--- src/rtl/reg_scoreboard_pkg.sv ---
// -----------------------------------------------------------------------------
// reg_scoreboard_pkg
//   Shared constants and types for the ID-stage register scoreboard.
//   - REG_ADDR_W : width of an architectural register index
//   - NREGS_ARCH : architectural register count
//   - X0         : hard-wired zero register, never tracked
//   - stall_cause_e : stall-cause encoding for debug and performance counters
// -----------------------------------------------------------------------------
package reg_scoreboard_pkg;

  localparam int unsigned REG_ADDR_W = 5;
  localparam int unsigned NREGS_ARCH = 32;

  localparam logic [REG_ADDR_W-1:0] X0 = '0;

  typedef enum logic [1:0] {
    SB_NONE = 2'd0,
    SB_RAW  = 2'd1,
    SB_WAW  = 2'd2,
    SB_CAP  = 2'd3
  } stall_cause_e;

endpackage : reg_scoreboard_pkg

--- src/rtl/reg_scoreboard_hit_check.sv ---
// -----------------------------------------------------------------------------
// sb_hit_check
//   Combinational dependency check of the ID instruction against the
//   effective pending mask (pending bits with same-cycle writebacks removed).
//   Ports:
//     eff_pending          : per-register pending bit, writebacks already removed
//     rs1, rs2, rd         : register indices of the ID instruction
//     uses_rs1, uses_rs2   : instruction reads the corresponding source
//     writes_rd            : instruction writes rd
//     raw_hit              : a read source is still pending
//     waw_hit              : the destination is still pending
// -----------------------------------------------------------------------------
module sb_hit_check
  import reg_scoreboard_pkg::*;
#(
  parameter int unsigned NREGS = NREGS_ARCH
) (
  input  logic [NREGS-1:0]      eff_pending,
  input  logic [REG_ADDR_W-1:0] rs1,
  input  logic [REG_ADDR_W-1:0] rs2,
  input  logic [REG_ADDR_W-1:0] rd,
  input  logic                  uses_rs1,
  input  logic                  uses_rs2,
  input  logic                  writes_rd,
  output logic                  raw_hit,
  output logic                  waw_hit
);

  logic rs1_hit;
  logic rs2_hit;

  // x0 is never tracked, so it can never cause a hit even if a bit were set.
  assign rs1_hit = uses_rs1 && (rs1 != X0) && eff_pending[rs1];
  assign rs2_hit = uses_rs2 && (rs2 != X0) && eff_pending[rs2];

  assign raw_hit = rs1_hit || rs2_hit;
  assign waw_hit = writes_rd && (rd != X0) && eff_pending[rd];

endmodule : sb_hit_check

--- src/rtl/reg_scoreboard.sv ---
// -----------------------------------------------------------------------------
// reg_scoreboard
//   ID-stage scoreboard for long-latency producers (loads, mul/div). Holds a
//   pending bit per destination register and stalls issue on RAW/WAW hazards
//   against those registers, or when the outstanding-operation budget is used.
//   Ports:
//     clk, reset          : clock and synchronous active-high reset
//     issue_*             : ID instruction description and request
//     flush               : squash the ID instruction this cycle
//     wb_valid, wb_rd     : long-latency writeback this cycle
//     stall               : combinational hold for IF/ID
//     issue_fire          : the ID instruction issues this cycle
//     pending_mask        : registered pending bit per register
//     outstanding         : registered number of pending long writes
//     full                : outstanding budget exhausted
//     wb_err              : sticky, writeback to a non-pending register seen
// -----------------------------------------------------------------------------
module reg_scoreboard
  import reg_scoreboard_pkg::*;
#(
  parameter int unsigned NREGS           = NREGS_ARCH,
  parameter int unsigned MAX_OUTSTANDING = 4,
  parameter int unsigned CNT_W           = 3
) (
  input  logic                  clk,
  input  logic                  reset,
  input  logic                  issue_valid,
  input  logic [REG_ADDR_W-1:0] issue_rs1,
  input  logic [REG_ADDR_W-1:0] issue_rs2,
  input  logic [REG_ADDR_W-1:0] issue_rd,
  input  logic                  issue_uses_rs1,
  input  logic                  issue_uses_rs2,
  input  logic                  issue_writes_rd,
  input  logic                  issue_is_long,
  input  logic                  flush,
  input  logic                  wb_valid,
  input  logic [REG_ADDR_W-1:0] wb_rd,
  output logic                  stall,
  output logic                  issue_fire,
  output logic [NREGS-1:0]      pending_mask,
  output logic [CNT_W-1:0]      outstanding,
  output logic                  full,
  output logic                  wb_err
);

  logic [NREGS-1:0] clr_vec;
  logic [NREGS-1:0] set_vec;
  logic [NREGS-1:0] eff_pending;
  logic             wb_live;     // writeback to a non-zero register
  logic             wb_clears;   // writeback retires a pending register
  logic             set_fire;    // an issuing long write claims a register
  logic             raw_hit;
  logic             waw_hit;
  logic             cap_hit;

  assign wb_live   = wb_valid && (wb_rd != X0);
  assign wb_clears = wb_live && pending_mask[wb_rd];

  // NOTE: every signal written in always_comb gets a default first, so no
  // path can leave it unassigned and infer a latch.
  always_comb begin
    clr_vec = '0;
    if (wb_live) clr_vec[wb_rd] = 1'b1;
  end

  // A same-cycle writeback satisfies the dependency; the WB forwarding path
  // supplies the data.
  assign eff_pending = pending_mask & ~clr_vec;

  sb_hit_check #(
    .NREGS (NREGS)
  ) u_hit_check (
    .eff_pending (eff_pending),
    .rs1         (issue_rs1),
    .rs2         (issue_rs2),
    .rd          (issue_rd),
    .uses_rs1    (issue_uses_rs1),
    .uses_rs2    (issue_uses_rs2),
    .writes_rd   (issue_writes_rd),
    .raw_hit     (raw_hit),
    .waw_hit     (waw_hit)
  );

  assign full = (outstanding == CNT_W'(MAX_OUTSTANDING));

  // A retiring writeback in the same cycle frees a slot for the new long op.
  assign cap_hit = issue_is_long && issue_writes_rd && (issue_rd != X0) &&
                   full && !wb_clears;

  assign stall      = issue_valid && (raw_hit || waw_hit || cap_hit);
  assign issue_fire = issue_valid && !stall && !flush;

  // Only long-latency writers are tracked; short ones are covered by the
  // EX-stage forwarding unit.
  assign set_fire = issue_fire && issue_is_long && issue_writes_rd &&
                    (issue_rd != X0);

  always_comb begin
    set_vec = '0;
    if (set_fire) set_vec[issue_rd] = 1'b1;
  end

  // NOTE: sequential state uses non-blocking assignments so every register
  // samples the pre-edge values regardless of statement order.
  always_ff @(posedge clk) begin
    if (reset) begin
      pending_mask <= '0;
      outstanding  <= '0;
      wb_err       <= 1'b0;
    end else begin
      // Set is applied after clear so a register re-claimed in its own
      // writeback cycle stays pending.
      pending_mask <= eff_pending | set_vec;

      // Overflow is prevented by cap_hit; underflow by requiring a real
      // pending bit before counting a clear.
      unique case ({set_fire, wb_clears})
        2'b10:   outstanding <= outstanding + CNT_W'(1);
        2'b01:   outstanding <= outstanding - CNT_W'(1);
        default: outstanding <= outstanding;
      endcase

      if (wb_live && !pending_mask[wb_rd]) wb_err <= 1'b1;
    end
  end

endmodule : reg_scoreboard

--- config.mk ---
export PLATFORM = sky130hd
export DESIGN_NAME = reg_scoreboard
export DESIGN_NICKNAME = d
export VERILOG_FILES = /design/src/rtl/reg_scoreboard_pkg.sv /design/src/rtl/reg_scoreboard_hit_check.sv /design/src/rtl/reg_scoreboard.sv
export SDC_FILE = /design/constraint.sdc
export NUM_CORES = 1
export LEC_CHECK = 0
export CORE_ASPECT_RATIO = 0.5
export CORE_UTILIZATION = 45
export DETAILED_ROUTE_END_ITERATION = 16
export PLACE_DENSITY = 0.75
export SLEW_MARGIN = 30
export SYNTH_ARGS = -nofsm -noshare
export SYNTH_HDL_FRONTEND = slang
export SYNTH_HIERARCHICAL = 1
export SYNTH_SLANG_ARGS = --single-unit
export TNS_END_PERCENT = 20
--- constraint.sdc ---
create_clock -name clk -period 4.8 [get_ports clk]
set_clock_uncertainty 0.1 [all_clocks]
set_input_delay 0.48 -clock clk [delete_from_list [all_inputs] [get_ports clk]]
set_output_delay 0.48 -clock clk [all_outputs]
set_load 0.02 [all_outputs]
Yosys cells after proc, flatten, opt, wreduce, memory -nomap -nowiden
Cells that the tools add are included.
W data, S select, Z words.
Word-level totals
  bits in registers: 36
  latch bits: 0
  bits in writable memories: 0
  ROM bits: 0
  bits of input ports: 29
  word-level logic and storage cells: 65
  memories kept: 0
Operators by class
  add/subtract/negate cells: 2
  multipliers: 0
  divide/modulo/power cells: 0
  $lt $le $gt $ge: 6
  equality and inequality tests: 3
  shift-type cells: 0
  multiplexer cells: 15
  bitwise gates (word level): 3
  reductions and logical operators: 33
Operators with widths (count)
  $mux W32: 2
  $and A32 B32 Y32: 1
  $not A32 Y32: 1
  $or A32 B32 Y32: 1
  $lt A5 B6 Y1 const B: 4
  $logic_and A1 B1 Y1: 21
  $bmux W1 S5: 4
  $reduce_bool A5 Y1: 4
  $demux W1 S5: 2
  $ge A5 B1 Y1 const B: 2
  $mux W1: 6
  $pmux W3 S2: 1
  $logic_not A1 Y1: 4
  $add A3 B1 Y3 const B: 1
  $eq A3 B3 Y1 const B: 1
  $logic_or A1 B1 Y1: 3
  $sub A3 B1 Y3 const B: 1
  $eq A2 B1 Y1 const B: 1
  $eq A2 B2 Y1 const B: 1
  $reduce_bool A2 Y1: 1

Logic depth before layout (Yosys ltp)
  depth after elaboration: 22
  gate-level depth with buffers: 20
  mapped depth without buffers: 17

Cells and area by module
The synthesis kept the hierarchy.
Modules (own cells, without submodules)
  reg_scoreboard: instances 1, cells an instance 244, area each 2233.4 um^2, sequential area each 720.7 um^2
  sb_hit_check: instances 1, cells an instance 69, area each 864.6 um^2, sequential area each 0.0 um^2

Worst setup path after synthesis
No wires, ideal clock.
  path kind: input to register
  start: in wb_rd[0]
  end: reg outstanding[2]
  setup time: 0.071 ns
  data arrival time: 4.731 ns
  slack: -0.102 ns
  cell stages on the path: 20
  buffers on the path: 3
  cell sequence: buf_2 -> buf_2 -> or3b_2 -> clkbuf_1 -> o21ai_0 -> inv_1 -> mux4_1 -> nand3b_1 -> o311ai_1 -> mux2i_1 -> o22ai_1 -> or4b_1 -> or3_1 -> or2_2 -> ha_1 -> inv_1 -> fa_1 -> xor2_1 -> or3_1 -> a21oi_1
On the way
  longest elaborated chain between the ends: 22
  elaborated cells on any way between the ends: 38
Ends and longest elaborated chain
  from (decl): RTL line reg_scoreboard.sv:37  | input logic [REG_ADDR_W-1:0] wb_rd,
  $lt A5 B6 Y1 (not written as such) or $ge A5 B1 Y1 (tied branches): RTL line reg_scoreboard.sv:63  | if (wb_live) clr_vec[wb_rd] = 1'b1;
  $logic_and A1 B1 Y1 (not written as such): RTL line reg_scoreboard.sv:63
  $mux W1 (not written as such): RTL line reg_scoreboard.sv:63
  $demux W1 S5: RTL line reg_scoreboard.sv:63
  $mux W32 (*): RTL line reg_scoreboard.sv:63
  $not A32 Y32 (*): RTL line reg_scoreboard.sv:68  | assign eff_pending = pending_mask & ~clr_vec;
  $and A32 B32 Y32 (*): RTL line reg_scoreboard.sv:68
  net eff_pending[8]: RTL line reg_scoreboard.sv:48  | logic [NREGS-1:0] eff_pending;
  (+4 left out)
  net raw_hit: RTL line reg_scoreboard.sv:52  | logic raw_hit;
  $logic_or A1 B1 Y1 (*) (2 in a row): RTL line reg_scoreboard.sv:90  | assign stall = issue_valid && (raw_hit || waw_hit || cap_hit);
  $logic_and A1 B1 Y1 (*): RTL line reg_scoreboard.sv:90
  $logic_not A1 Y1 (*): RTL line reg_scoreboard.sv:91  | assign issue_fire = issue_valid && !stall && !flush;
  $logic_and A1 B1 Y1 (*) (2 in a row): RTL line reg_scoreboard.sv:91
  $logic_and A1 B1 Y1 (*) (3 in a row): RTL line reg_scoreboard.sv:95  | assign set_fire = issue_fire && issue_is_long && issue_writes_rd &&
  $eq A2 B1 Y1 or $eq A2 B2 Y1 (tied branches): RTL line reg_scoreboard.sv:117  | unique case ({set_fire, wb_clears})
  $pmux W3 S2 or $reduce_bool A2 Y1 (tied branches)
  to (signal assigned): RTL line reg_scoreboard.sv:118  | 2'b10: outstanding <= outstanding + CNT_W'(1);
  to (signal assigned): RTL line reg_scoreboard.sv:119  | 2'b01: outstanding <= outstanding - CNT_W'(1);
  to (signal assigned): RTL line reg_scoreboard.sv:120  | default: outstanding <= outstanding;
  to (decl): RTL line reg_scoreboard.sv:41  | output logic [CNT_W-1:0] outstanding,
The timed path passes the listed nets; every way through them passes the cells marked *. The select of a mux whose other input is x is not followed.
A chain may end at the register's enable or synchronous reset.

Final worst setup path
Same ends and word-level chain as after synthesis.

==> flow_summary.yaml <==
run_status:
  outcome: "finished clean"
routing:
  drtAntennaViolNets: 0
  wirelength_um: 11700
  drtPass1Iterations: 5
  num_vias: 3256
  dr.first_iter.drc_count: 454
  post_drt_wl_per_cell_um: 23.6
  drc: 0
  routed_via_density: 6.56
worst_setup_path:
  crit_start: "wb_rd[0]"
  worst_ep_required_time_ps: 4910
  cp-endpoint: "outstanding[2]"
  arrival_ps: 4740
  regToRegStartpoint: "pending_mask[23]"
  startpoint_type: "input port"
  crit_type: "input port to flip-flop"
  r2r_slack_ps: 830
  critPathMaxFanout: 8
  rr_worst_depth: 17
  rr_endpoint: "outstanding[2]"
  crit_path_end_kind: "flip-flop"
placed_design:
  pre_cts_ws_ps: -611
  gp_congestion: 0.895
  place_hpwl_um: 8760
  dpl.cell_count: 486
  portBuffers: 67
finish:
  syn_to_final_growth_pct: 41.3
  post-route-util_pct: 68.9
  layout_commonest_cell: "clkdlybuf4s50_1"
  antennaDiodeCount: 0
  drive_gt1_share_pct: 31.1
  layout_common_cells: "61 x clkdlybuf4s50_1, 48 x buf_4, 36 x dfxtp_1, 26 x nand2b_1, 25 x mux2i_1"
  stdcell_count: 496
  finalNetCount: 438
global_route:
  grt_max_degree: 42
  grt_pass1_wl_um: 17600
  antenna_found_initial: 0
  grt_pass1_vias: 3052
  grt_overflow_total: 0
  groute.usage.overall_pct: 33.1
clock_network:
  clk_pin_slew_worst_paths_ps: 60
  insertion_delay_ps: 280
  tritoncts: "yes"
  cts-root-buf: "clkbuf_16"
  clockBufferDepth: 2
  cts_made_buffers: 5
  h-tree-depth: 2
  numClockSinks: 36
sta:
  rsz0062_at_grt: "false"
  setup_viol: 0
  tightest_slew_ps: 611
  min_period_over_period_pct: 96.5
  fin_ws_ps: 170
  period_minus_slack_ps: 4630
  hold_violations: 0
  drv_slew: 0
  maxSlewHeadroom_pct: 59.3
  max_freq_mhz: 216
floorplanning:
  num_rows: 20
  dieHeight_um: 60.7
  initial_utilization_pct: 48.7
  die_x_um: 119
  boundaryPins: 68
  fp.coreArea_um2: 6360
  die_area_um2: 7240
logic_synthesis:
  avgSynthCellArea_um2: 9.90
  synth_cells: 313
  yosys_warnings: 6
  ys_seq_elements: 36
  synth_enable_flop_cells: 0
  syn_area_um2: 3100
  synthFlopType: "dfxtp_1"
  seq_area_frac_synth_pct: 23.3
  async_reset_ff_share_pct: 0
  synthDistinctLibCells: 46
  synth_nets: 344
power_and_ir_drop:
  clkPwrFrac_pct: 44.6
  finalPower_mw: 0.837
  pwr-share-seq_pct: 36.3
  combPwrFrac_pct: 19.2
  p_sw_share_pct: 25.8
  switchingPower_mw: 0.216
  internal-power_mw: 0.621
  vdd_drop_max_uv: 157
  p_per_area_nw_per_um2: 191
  p_leak_nw: 1.65
worst_hold_path:
  hold_class: "flip-flop to flip-flop"
  hold_depth: 2
flow_run:
  cap_violations: 0
==> cell type report <==
class                   instances  area (um^2)
clock buffers                   6          129
multi-input cells             234         2290
flip-flops and latches         36          721
fillers                       485         1980
inverters                      13         48.8
well taps                      88          110
repair buffers                117         1040
clock inverters                 2         35.0
==> worst min-delay path by stage <==
| stage | startpoint | end |
|---|---|---|
| 2_1_floorplan | outstanding[2] | outstanding[2] |
| 5_1_grt | wb_err | wb_err |
| 4_1_cts | wb_err | wb_err |
| 3_3_place_gp | wb_err | wb_err |
| 3_5_place_dp | wb_err | wb_err |
| 6_report | wb_err | wb_err |
==> sequential cells by signal, summed over array words and instances (netlist names) <==
| name | count |
|---|---|
| wb_err | 1 |
| outstanding | 3 |
| pending_mask | 32 |
==> power groups by stage <==
| stage | combinational [mW] | sequential (mW) | clock (mW) |
|---|---|---|---|
| final | 0.160 | 0.303 | 0.373 |
| after global routing | 0.168 | 0.303 | 0.383 |
| after CTS | 0.154 | 0.303 | 0.371 |
| after detailed placement | 0.150 | 0.310 | 0 |
| after global placement | 0.148 | 0.310 | 0 |
| after floorplan | 0.0764 | 0.312 | 0 |
==> critical path, stage by stage <==
cell and delay (ps):
dlygate4sd2_1 280, buf_4 170, nand3b_1 140, buf_4 190, o21a_2 270, mux4_2 460
mux2i_1 180, mux2i_1 120, mux2i_1 190, o22ai_2 120, or4b_4 500, or3_4 400
or2_4 250, ha_2 180, inv_1 70, fa_2 190, xor2_1 70, or3_4 370
a21oi_2 120
==> logic make-up (layout without fill, tap and decap cells) <==
kind of cell / Yosys count / count (layout) / share of synthesized area (%)
adders and majority gates: 2 / 2 / 1.05
buffers and inverters: 43 / 138 / 7.23
DFF: 36 / 36 / 23.3
AOI/OAI and AO/OA: 89 / 89 / 22.6
and+or+nand+nor: 90 / 90 / 18.0
xor gates and xnor gates: 2 / 2 / 0.566
muxes: 51 / 51 / 27.3
==> through the flow <==
stage               setup TNS (ps)  cell area [um^2]  hold WS, ps
floorplan                        0              3110          466
global placement             -6240              4080          347
detailed placement           -4620              4080          388
CTS                              0              4360          405
global route                     0              4380          453
finish                           0              4380          397
==> cells in the mapped netlist, types with 2 or more instances <==
library cell | instances | share of area (%)
o22ai_1 | 10 | 2.0
dfxtp_1 | 36 | 23
nor2b_1 | 3 | 0.61
nand2b_1 | 26 | 5.3
nand2_1 | 5 | 0.61
clkbuf_1 | 15 | 1.8
o31ai_1 | 3 | 0.73
buf_6 | 7 | 2.5
o21a_1 | 26 | 6.3
mux4_1 | 6 | 5.1
nor3_1 | 3 | 0.48
o41ai_2 | 7 | 3.7
xor2_1 | 2 | 0.57
o221ai_1 | 2 | 0.57
nor2_1 | 13 | 1.6
o41ai_1 | 17 | 4.8
buf_1 | 2 | 0.24
or3b_2 | 4 | 1.1
nand3_1 | 4 | 0.65
buf_2 | 4 | 0.65
mux2i_1 | 25 | 8.1
or2_2 | 2 | 0.40
o21ai_0 | 10 | 1.6
or4_1 | 5 | 1.2
or3_1 | 9 | 1.8
mux4_2 | 19 | 14
a21oi_1 | 9 | 1.5
nand3b_1 | 9 | 2.2
inv_1 | 13 | 1.6
==> per-layer routing <==
| metal | wire [um] | global-route usage, % |
|---|---|---|
| met5 | 0 | 0 |
| met1 | 4930 | 46.1 |
| met4 | 80 | 7.50 |
| met2 | 5080 | 50.4 |
| met3 | 1640 | 10.9 |
==> repair_timing <==
item / CTS / global route
resized for setup: 33 / 27
setup endpoints to repair: 4 / 3
pin swaps: 4 / 11
setup buffers: 1 / 1
hold buffers: 0 / 0
cloned: 0 / 0
(Power assumes the default switching activity.)
